## src/rtl/bit_population_pkg.sv

```systemverilog
// Shared types and constants for the bit population generator.
// Holds the FSM state encoding and the 16-bit LFSR definition.
package bit_population_pkg;

    typedef enum logic [1:0] {
        IDLE,
        FILL,
        OUT
    } state_e;

    localparam int          LFSR_W       = 16;
    // x^16+x^14+x^13+x^11+1 as taps on a right-shifting register
    localparam logic [15:0] LFSR_TAPS    = 16'h002D;
    localparam logic [15:0] LFSR_PICK    = 16'h0001;
    localparam logic [15:0] DEFAULT_SEED = 16'hACE1;

endpackage

```

## src/rtl/bit_population_generator_lfsr16.sv

```systemverilog
// 16-bit Fibonacci LFSR, shifts right, feedback enters at the MSB.
// Advances only when en_i is high; reloads SEED on reset only.
module lfsr16
    import bit_population_pkg::*;
#(
    parameter logic [LFSR_W-1:0] SEED = DEFAULT_SEED
) (
    input  logic              clk_i,
    input  logic              arst_i,
    input  logic              en_i,
    output logic [LFSR_W-1:0] q_o
);

    logic [LFSR_W-1:0] q_q;
    logic [LFSR_W-1:0] q_d;
    logic              fb;

    always_comb begin
        fb  = ^(q_q & LFSR_TAPS);
        q_d = en_i ? {fb, q_q[LFSR_W-1:1]} : q_q;
    end

    always_ff @(posedge clk_i or posedge arst_i) begin
        if (arst_i) begin
            q_q <= SEED;
        end else begin
            q_q <= q_d;
        end
    end

    assign q_o = q_q;

endmodule

```

## src/rtl/bit_population_generator.sv

```systemverilog
// Generates a WIDTH-bit word holding exactly min(count_i, WIDTH) ones,
// either packed at the LSBs or scattered by an LFSR, one bit per cycle.
module bit_population_generator
    import bit_population_pkg::*;
#(
    parameter int                WIDTH = 24,
    parameter logic [LFSR_W-1:0] SEED  = DEFAULT_SEED,
    localparam int               CNT_W = $clog2(WIDTH + 1)
) (
    input  logic             clk_i,
    input  logic             arst_i,
    input  logic [CNT_W-1:0] count_i,
    input  logic             mode_i,
    input  logic             count_val_i,
    output logic             count_ready_o,
    output logic [WIDTH-1:0] data_o,
    output logic             data_val_o,
    input  logic             data_ready_i
);

    localparam logic [CNT_W-1:0] WIDTH_C = CNT_W'(WIDTH);
    localparam logic [CNT_W-1:0] ONE_C   = CNT_W'(1);

    state_e             state_q;
    logic               ready_q;
    logic               val_q;
    logic               mode_q;
    logic [CNT_W-1:0]   need_q;
    logic [CNT_W-1:0]   p_q;
    logic [WIDTH-1:0]   word_q;

    logic [LFSR_W-1:0]  lfsr_w;
    logic               lfsr_en;
    logic               lfsr_bit;
    logic [CNT_W-1:0]   remain_d;
    logic [CNT_W-1:0]   need_d;
    logic               bit_d;

    lfsr16 #(
        .SEED (SEED)
    ) u_lfsr (
        .clk_i  (clk_i),
        .arst_i (arst_i),
        .en_i   (lfsr_en),
        .q_o    (lfsr_w)
    );

    always_comb begin
        lfsr_en  = (state_q == FILL) && mode_q;
        lfsr_bit = |(lfsr_w & LFSR_PICK);
        remain_d = WIDTH_C - p_q;
        need_d   = (count_i > WIDTH_C) ? WIDTH_C : count_i;
        bit_d    = 1'b0;
        if (need_q == '0) begin
            bit_d = 1'b0;
        end else if (need_q == remain_d) begin
            bit_d = 1'b1;
        end else begin
            bit_d = mode_q ? lfsr_bit : 1'b1;
        end
    end

    always_ff @(posedge clk_i or posedge arst_i) begin
        if (arst_i) begin
            state_q <= IDLE;
            ready_q <= 1'b1;
            val_q   <= 1'b0;
            mode_q  <= 1'b0;
            need_q  <= '0;
            p_q     <= '0;
            word_q  <= '0;
        end else begin
            unique case (state_q)
                IDLE: begin
                    if (count_val_i && ready_q) begin
                        state_q <= FILL;
                        ready_q <= 1'b0;
                        mode_q  <= mode_i;
                        need_q  <= need_d;
                        p_q     <= '0;
                        word_q  <= '0;
                    end
                end
                FILL: begin
                    // shift in at the MSB so position 0 ends at bit 0
                    word_q <= {bit_d, word_q[WIDTH-1:1]};
                    need_q <= need_q - CNT_W'(bit_d);
                    p_q    <= p_q + ONE_C;
                    if (p_q == WIDTH_C - ONE_C) begin
                        state_q <= OUT;
                        val_q   <= 1'b1;
                    end
                end
                OUT: begin
                    if (data_ready_i) begin
                        state_q <= IDLE;
                        val_q   <= 1'b0;
                        ready_q <= 1'b1;
                    end
                end
                default: begin
                    state_q <= IDLE;
                    ready_q <= 1'b1;
                    val_q   <= 1'b0;
                end
            endcase
        end
    end

    assign count_ready_o = ready_q;
    assign data_val_o    = val_q;
    assign data_o        = word_q;

endmodule

```

## config.mk

```make
export PLATFORM = sky130hd
export DESIGN_NAME = bit_population_generator
export DESIGN_NICKNAME = d
export VERILOG_FILES = /design/src/rtl/bit_population_pkg.sv /design/src/rtl/bit_population_generator_lfsr16.sv /design/src/rtl/bit_population_generator.sv
export SDC_FILE = /design/constraint.sdc
export NUM_CORES = 1
export LEC_CHECK = 0
export BUFFER_PORTS_ARGS = -buffer_cell sky130_fd_sc_hd__buf_2
export CAP_MARGIN = 20
export CORE_ASPECT_RATIO = 0.9
export CORE_MARGIN = 4
export CORE_UTILIZATION = 45
export DETAILED_ROUTE_END_ITERATION = 8
export PLACE_DENSITY_LB_ADDON = 0.25
export SLEW_MARGIN = 10
export SYNTH_ARGS = -nofsm -noshare
export SYNTH_HDL_FRONTEND = slang
export SYNTH_HIERARCHICAL = 1
export SYNTH_SLANG_ARGS = --single-unit
```

## constraint.sdc

```tcl
create_clock -name clk_i -period 3.65 [get_ports clk_i]
set_input_delay 0.365 -clock clk_i [delete_from_list [all_inputs] [get_ports clk_i]]
set_output_delay 0.365 -clock clk_i [all_outputs]
set_load 0.05 [all_outputs]
```

==> results.ini, run 1 <==
[synthesis]
average_instance_area_after_synthesis_sq_um = 10.5
proportion_of_register_bits_with_asynchronous_set_or_reset_after_synthesis = 1.00
syn-num-nets = 258
synth-seq-area-share = 0.542
synth-seq-cells = 55
post_synth_main_area_contributors = sky130_fd_sc_hd__dfrtp_1, sky130_fd_sc_hd__dfstp_2, sky130_fd_sc_hd__nand2_1
post-synth-top-area-fraction = 0.449
synth.top_cells.by_count = sky130_fd_sc_hd__nand2_1, sky130_fd_sc_hd__dfrtp_1, sky130_fd_sc_hd__nand3_1
synthDistinctLibCells = 44
most_repeated_cell_in_the_gate_level_netlist_after_synthesis = sky130_fd_sc_hd__nand2_1
syn-cell-area_sq_um = 2560
synth_enable_flop_cells = 0
synthesis_warnings = 6
synth_top_area_cell = sky130_fd_sc_hd__dfrtp_1
instance_count_of_the_mapped_netlist = 244
dominantRegCellSynth = sky130_fd_sc_hd__dfrtp_1

[setup_path]
required_time_at_the_worst_slack_endpoint_ns = 3.84
worst_path_largest_cell_delay_ns = 0.46
crit_chain = inv_1 -> ha_1 -> nor2b_1 -> or3_1 -> a41oi_1 -> nor2_1 -> ha_1 -> ha_1 -> nand2b_1 -> or3_4 -> o22ai_1 -> a222oi_1
worstPathMaxFanout = 7
setup.worst_path.class = flop to flop
r2r_setup_slack_ns = 0.84
end_kind = flop
setup.worst_path.start_class = flop
crit_top_cell = sky130_fd_sc_hd__ha_1
critical_path.slowest_cell = sky130_fd_sc_hd__dfrtp_1
crit_arrival_ns = 3.01

[layout]
syn_to_final_growth_pct = 12.5
fraction_of_final_layout_cells_with_drive_strength_greater_than_1 = 0.269
fin_nets = 292
insertedDiodeCount = 0

[timing]
layout_min_cycle_time_ns = 2.81
max-slew-margin-rel = 0.441
setup-tns-final_ns = 0
timing_max_transition_violations_final = 0
worst_clock_skew_ns = 0.0114
period_share = 0.771
worst_pin_slew_ns = 0.838
unrepaired_setup_endpoints_after_global_routing = no
hold-worst-slack_ns = 0.115
fmaxAchievable_ghz = 0.355
hold_viol = 0
setup_violations_final = 0

[floorplanning]
initial_core_util = 0.476
die_area_sq_um = 6970
die-height_um = 79.6
rows = 25
design.portCount = 36
floorplan_die_width_um = 87.5
fp.coreArea_sq_um = 5380

[cts]
cts_resized = 0
cts_root_buf = sky130_fd_sc_hd__clkbuf_8
tritoncts = yes
tritoncts_num_sinks = 55
insertion_delay_of_the_later_clocked_pin_in_the_worst_skew_pair_ns = 0.30
post_cts_hold_buffer_count = 0
clock_path_buffers = 2
postCtsSetupBuffers = 0
cts_made_buffers = 5
cts_htree_levels = 2
clkSlewWorstSetupHoldPaths_ns = 0.09

[detailed_routing]
dr_wl_cell_um = 14.1
postRouteAntennaNets = 0
remaining_drc_errors = 0
dr.first_iter.drc_count = 112
routed_via_density = 5.21
firstDrtPassIters = 4
final_routed_wirelength_um = 4870
vias_post_dr = 1803

[status]
outcome = completed

[grt]
global_route.usage.total = 0.161
globalRoute.totalOverflow = 0
grt_start_max_net_pins = 40
initial_antenna_violation_count = 0
grt_pass1_vias = 1852
grt_first_pass_wirelength_um = 8900

[pwr]
p_leak_nw = 1.33
irDropWorstVdd_mv = 0.181
pd_cells_nw_per_um2 = 355
post-layout-total-power_mw = 1.02

[placement]
place_hpwl_um = 3230
port_buffers = 35
gp_routability_congestion = 0.801

[hold_path]
min_path_type = input pin to asynchronous set/reset pin

[flow_run]
max_cap_violations = 0

metal layers:
metal / GRT usage / vias to the layer above / part of all wire / routed length, um
li1: - / 886 / - / -
met1: 0.238 / 878 / 0.51 / 2490
met2: 0.234 / 35 / 0.44 / 2130
met3: 0.0392 / 4 / 0.044 / 213
met4: 0.0460 / 0 / 0.0092 / 45
met5: 0 / - / 0 / 0
state kept, by name (all words and copies together) (netlist names):
register and flops:
count_ready_o 1, data_o 24, data_val_o 1, mode_q 1, need_q 5, p_q 5, state_q 2, u_lfsr/q_o 16
through the flow:
stage               cells  area (sq um)  setup slack, ns  utilization
floorplan             244          2560             1.11            -
global placement      338          2780            0.994        0.516
detailed placement    338          2780            0.880        0.516
CTS                   346          2880            0.825        0.536
global route          346          2880            0.658        0.536
finish                346          2880            0.835        0.536
worst max-delay path, delay by kind of cell, from the launching register on:
kind	cells	cell delay [ns]
simple gates	5	0.80
compound gates	3	0.73
fa+ha+maj	3	0.64
flops	1	0.46
buf+inv	1	0.07
layout make-up:
type,instances,area (sq um)
fill,489,2500
sequential,55,1390
multi-input combinational,167,1060
timing repair buffer,40,213
tap,67,83.8
clock buffer,7,76.3
inverter,9,33.8
clock inverter,1,30.0
layout by cell type (no fill, tap or decap), drive strengths merged, types with 8 or more instances in the layout:
| master | n |
|---|---|
| dfrtp | 46 |
| nand2 | 51 |
| buf | 40 |
| dfstp | 9 |
| o21ai | 8 |
| inv | 9 |
| mux2 | 17 |
| nor2 | 13 |
| nand3 | 26 |
report_power, final:
| group | internal [mW] | switching (mW) |
|---|---|---|
| Sequential | 0.609 | 0 |
| Combinational | 0.00496 | 0.0144 |
| Clock | 0.206 | 0.189 |
final timing paths:
| path | from | cells after the start | endpoint |
|---|---|---|---|
| min in group clk_i | count_i[3] | 3 | need_q[3]$_DFFE_PP0P_ |
| min | arst_i | 2 | u_lfsr/q_o[3]$_DFFE_PP0P_ |
| min reg2reg | data_val_o$_DFFE_PP0P_ | 1 | data_val_o$_DFFE_PP0P_ |
| max in group asynchronous | arst_i | 3 | count_ready_o$_DFFE_PP1P_ |
| max | p_q[0]$_DFFE_PP0P_ | 12 | need_q[4]$_DFFE_PP0P_ |
| max reg2reg | p_q[0]$_DFFE_PP0P_ | 12 | need_q[4]$_DFFE_PP0P_ |
cells by family (layout without fill, tap and decap cells):
family,Yosys count,after routing,synth area share
flip-flops,55,55,0.542
adder cells (fa/ha/maj),4,4,0.0195
AO/OA/AOI/OAI,28,28,0.0723
multiplexers,17,17,0.0864
buffers and inverters,22,57,0.0454
AND/OR/NAND/NOR,107,107,0.192
XOR/XNOR,11,11,0.0430
Note: power is estimated with default switching activity, not from simulation.
==> run 2, diff against run 1 <==
clock period = 2.9 ns   (was 3.65 ns; I/O delays follow)
==> run 2 against run 1 <==
Global-route usage is 0.35 points lower. Worst hold slack better by 0.090 ns. Wire length hardly changed. Combinational power is 32% higher. Sequential cell count stayed put. Clock-buffer cell count stayed put. Critical path type unchanged. Highest routed layer unchanged.
==> results.ini, run 2 (synthesis results as in run 1) <==
[layout]
final-seq-area_sq_um = 1390
multi_input_comb_area_sq_um = 1060
layout.cells.most_common = sky130_fd_sc_hd__nand2_1
most-common-layout-cells = sky130_fd_sc_hd__nand2_1, sky130_fd_sc_hd__dfrtp_1, sky130_fd_sc_hd__buf_2, sky130_fd_sc_hd__nand3_1, sky130_fd_sc_hd__nor2_1
fraction_of_final_layout_cells_with_drive_strength_greater_than_1 = 0.274
layout.filler_cells = 469
syn_to_final_growth_pct = 13.2
insertedDiodeCount = 0
post_layout_nonfiller_instances = 348
largest_register_ff_count = 24
fin_nets = 294

[detailed_routing]
final_routed_wirelength_um = 4880
dr.first_iter.drc_count = 129
vias_post_dr = 1789
dr_wl_cell_um = 14.0
remaining_drc_errors = 0
firstDrtPassIters = 4
routed_via_density = 5.14
postRouteAntennaNets = 0

[timing]
setup-tns-final_ns = 0
hold_viol = 0
timing_max_transition_violations_final = 0
unrepaired_setup_endpoints_after_global_routing = no
hold-worst-slack_ns = 0.205
setup_violations_final = 0
period_share = 0.930
fmaxAchievable_ghz = 0.371
layout_min_cycle_time_ns = 2.70
worst_clock_skew_ns = 0.0106
max-slew-margin-rel = 0.619
worst_pin_slew_ns = 0.572

[cts]
insertion_delay_of_the_later_clocked_pin_in_the_worst_skew_pair_ns = 0.31
postCtsSetupBuffers = 0
cts_htree_levels = 2
clkSlewWorstSetupHoldPaths_ns = 0.10
tritoncts_num_sinks = 55
cts_root_buf = sky130_fd_sc_hd__clkbuf_8
clock_path_buffers = 2
tritoncts = yes
cts_made_buffers = 5

[grt]
grt_util_met1 = 0.241
grt.met2_usage = 0.222
grt_pass1_vias = 1730
initial_antenna_violation_count = 0
grt_first_pass_wirelength_um = 8580
global_route.usage.total = 0.158
met3_usage = 0.0320
globalRoute.totalOverflow = 0
grt_most_used_layer = met1
grt_start_max_net_pins = 33

[flow_run]
max_cap_violations = 0

[floorplanning]
rows = 25
floorplan_die_width_um = 87.5
fp.coreArea_sq_um = 5380
die_area_sq_um = 6970
die-height_um = 79.6
initial_core_util = 0.476
design.portCount = 36

[setup_path]
crit_arrival_ns = 2.90
startpoint = p_q[0]$_DFFE_PP0P_
r2r_setup_slack_ns = 0.20
reg2reg_to = need_q[4]$_DFFE_PP0P_
r2r_cells = 12
critPathCapture = need_q[4]$_DFFE_PP0P_
setup.worst_path.start_class = flop
worstPathMaxFanout = 7
required_time_at_the_worst_slack_endpoint_ns = 3.10
worstReg2RegStart = p_q[0]$_DFFE_PP0P_
setup.worst_path.class = flop to flop
end_kind = flop

[placement]
place_hpwl_um = 3280
place.detailed.instances = 339
port_buffers = 35
gp_routability_congestion = 0.840

[pwr]
irDropWorstVdd_mv = 0.214
p_leak_nw = 1.34
pd_cells_nw_per_um2 = 445

[hold_path]
min_path_type = input pin to flop

[status]
outcome = completed

-- run 2: cell count changes in the layout (fill, tap and decap cells not counted), sizes merged --
cell and change:
buf +1, dlygate4sd3 +1
-- run 2: critical path, cell delays in order (launching register included) --
cell,delay (ns)
sky130_fd_sc_hd__dfrtp_2,0.43
sky130_fd_sc_hd__inv_1,0.06
sky130_fd_sc_hd__ha_1,0.32
sky130_fd_sc_hd__xor2_1,0.16
sky130_fd_sc_hd__nor3_2,0.18
sky130_fd_sc_hd__a41oi_1,0.17
sky130_fd_sc_hd__nor2_1,0.14
sky130_fd_sc_hd__ha_1,0.20
sky130_fd_sc_hd__ha_1,0.17
sky130_fd_sc_hd__nand2b_1,0.07
sky130_fd_sc_hd__or3_4,0.35
sky130_fd_sc_hd__xnor2_1,0.14
sky130_fd_sc_hd__a222oi_1,0.22
-- run 2: worst min-delay path by stage --
stage                     depth (start not counted)        from                         end
after floorplan                                   1      arst_i  u_lfsr/q_o[12]$_DFFE_PP0P_
after global placement                            2      arst_i          p_q[3]$_DFFE_PP0P_
after detailed placement                          2      arst_i          p_q[3]$_DFFE_PP0P_
after CTS                                         3  count_i[3]       need_q[3]$_DFFE_PP0P_
after global routing                              3  count_i[3]       need_q[3]$_DFFE_PP0P_
final                                             3  count_i[3]       need_q[3]$_DFFE_PP0P_
-- run 2: through the flow --
stage / setup WS, ns / cell area (sq um) / utilization / total power, mW
2_1_floorplan: 0.361 / 2560 / - / 0.794
3_3_place_gp: 0.237 / 2780 / 0.517 / 0.808
3_5_place_dp: 0.156 / 2780 / 0.517 / 0.808
4_1_cts: 0.137 / 2900 / 0.539 / 1.31
5_1_grt: 0.0618 / 2900 / 0.539 / 1.35
6_report: 0.204 / 2900 / 0.539 / 1.29
-- run 2: where the power goes --
part	internal [mW]	total, mW	switching (mW)
registers	0.767	0.767	0
logic	0.00708	0.0256	0.0185
clock network	0.259	0.499	0.240
total	1.03	1.29	0.259
-- run 2: per-layer routing --
metal  up-vias  share of wire
li1        892              -
met1       847           0.52
met2        43           0.42
met3         7          0.046
met4         0          0.018
met5         -              0
-- run 2: layout make-up --
cell class                 instances  share of cell area
timing repair buffer              42              0.0793
clock buffer                       7              0.0263
tap                               67              0.0289
inverter                           9              0.0116
sequential                        55               0.479
multi-input combinational        167               0.365
clock inverter                     1              0.0103
-- run 2: what timing repair did --
action,CTS,global route
endpoints found under the setup margin,0,1
endpoints found under the hold margin,10,0
hold buffers,1,0
resized for setup,0,1
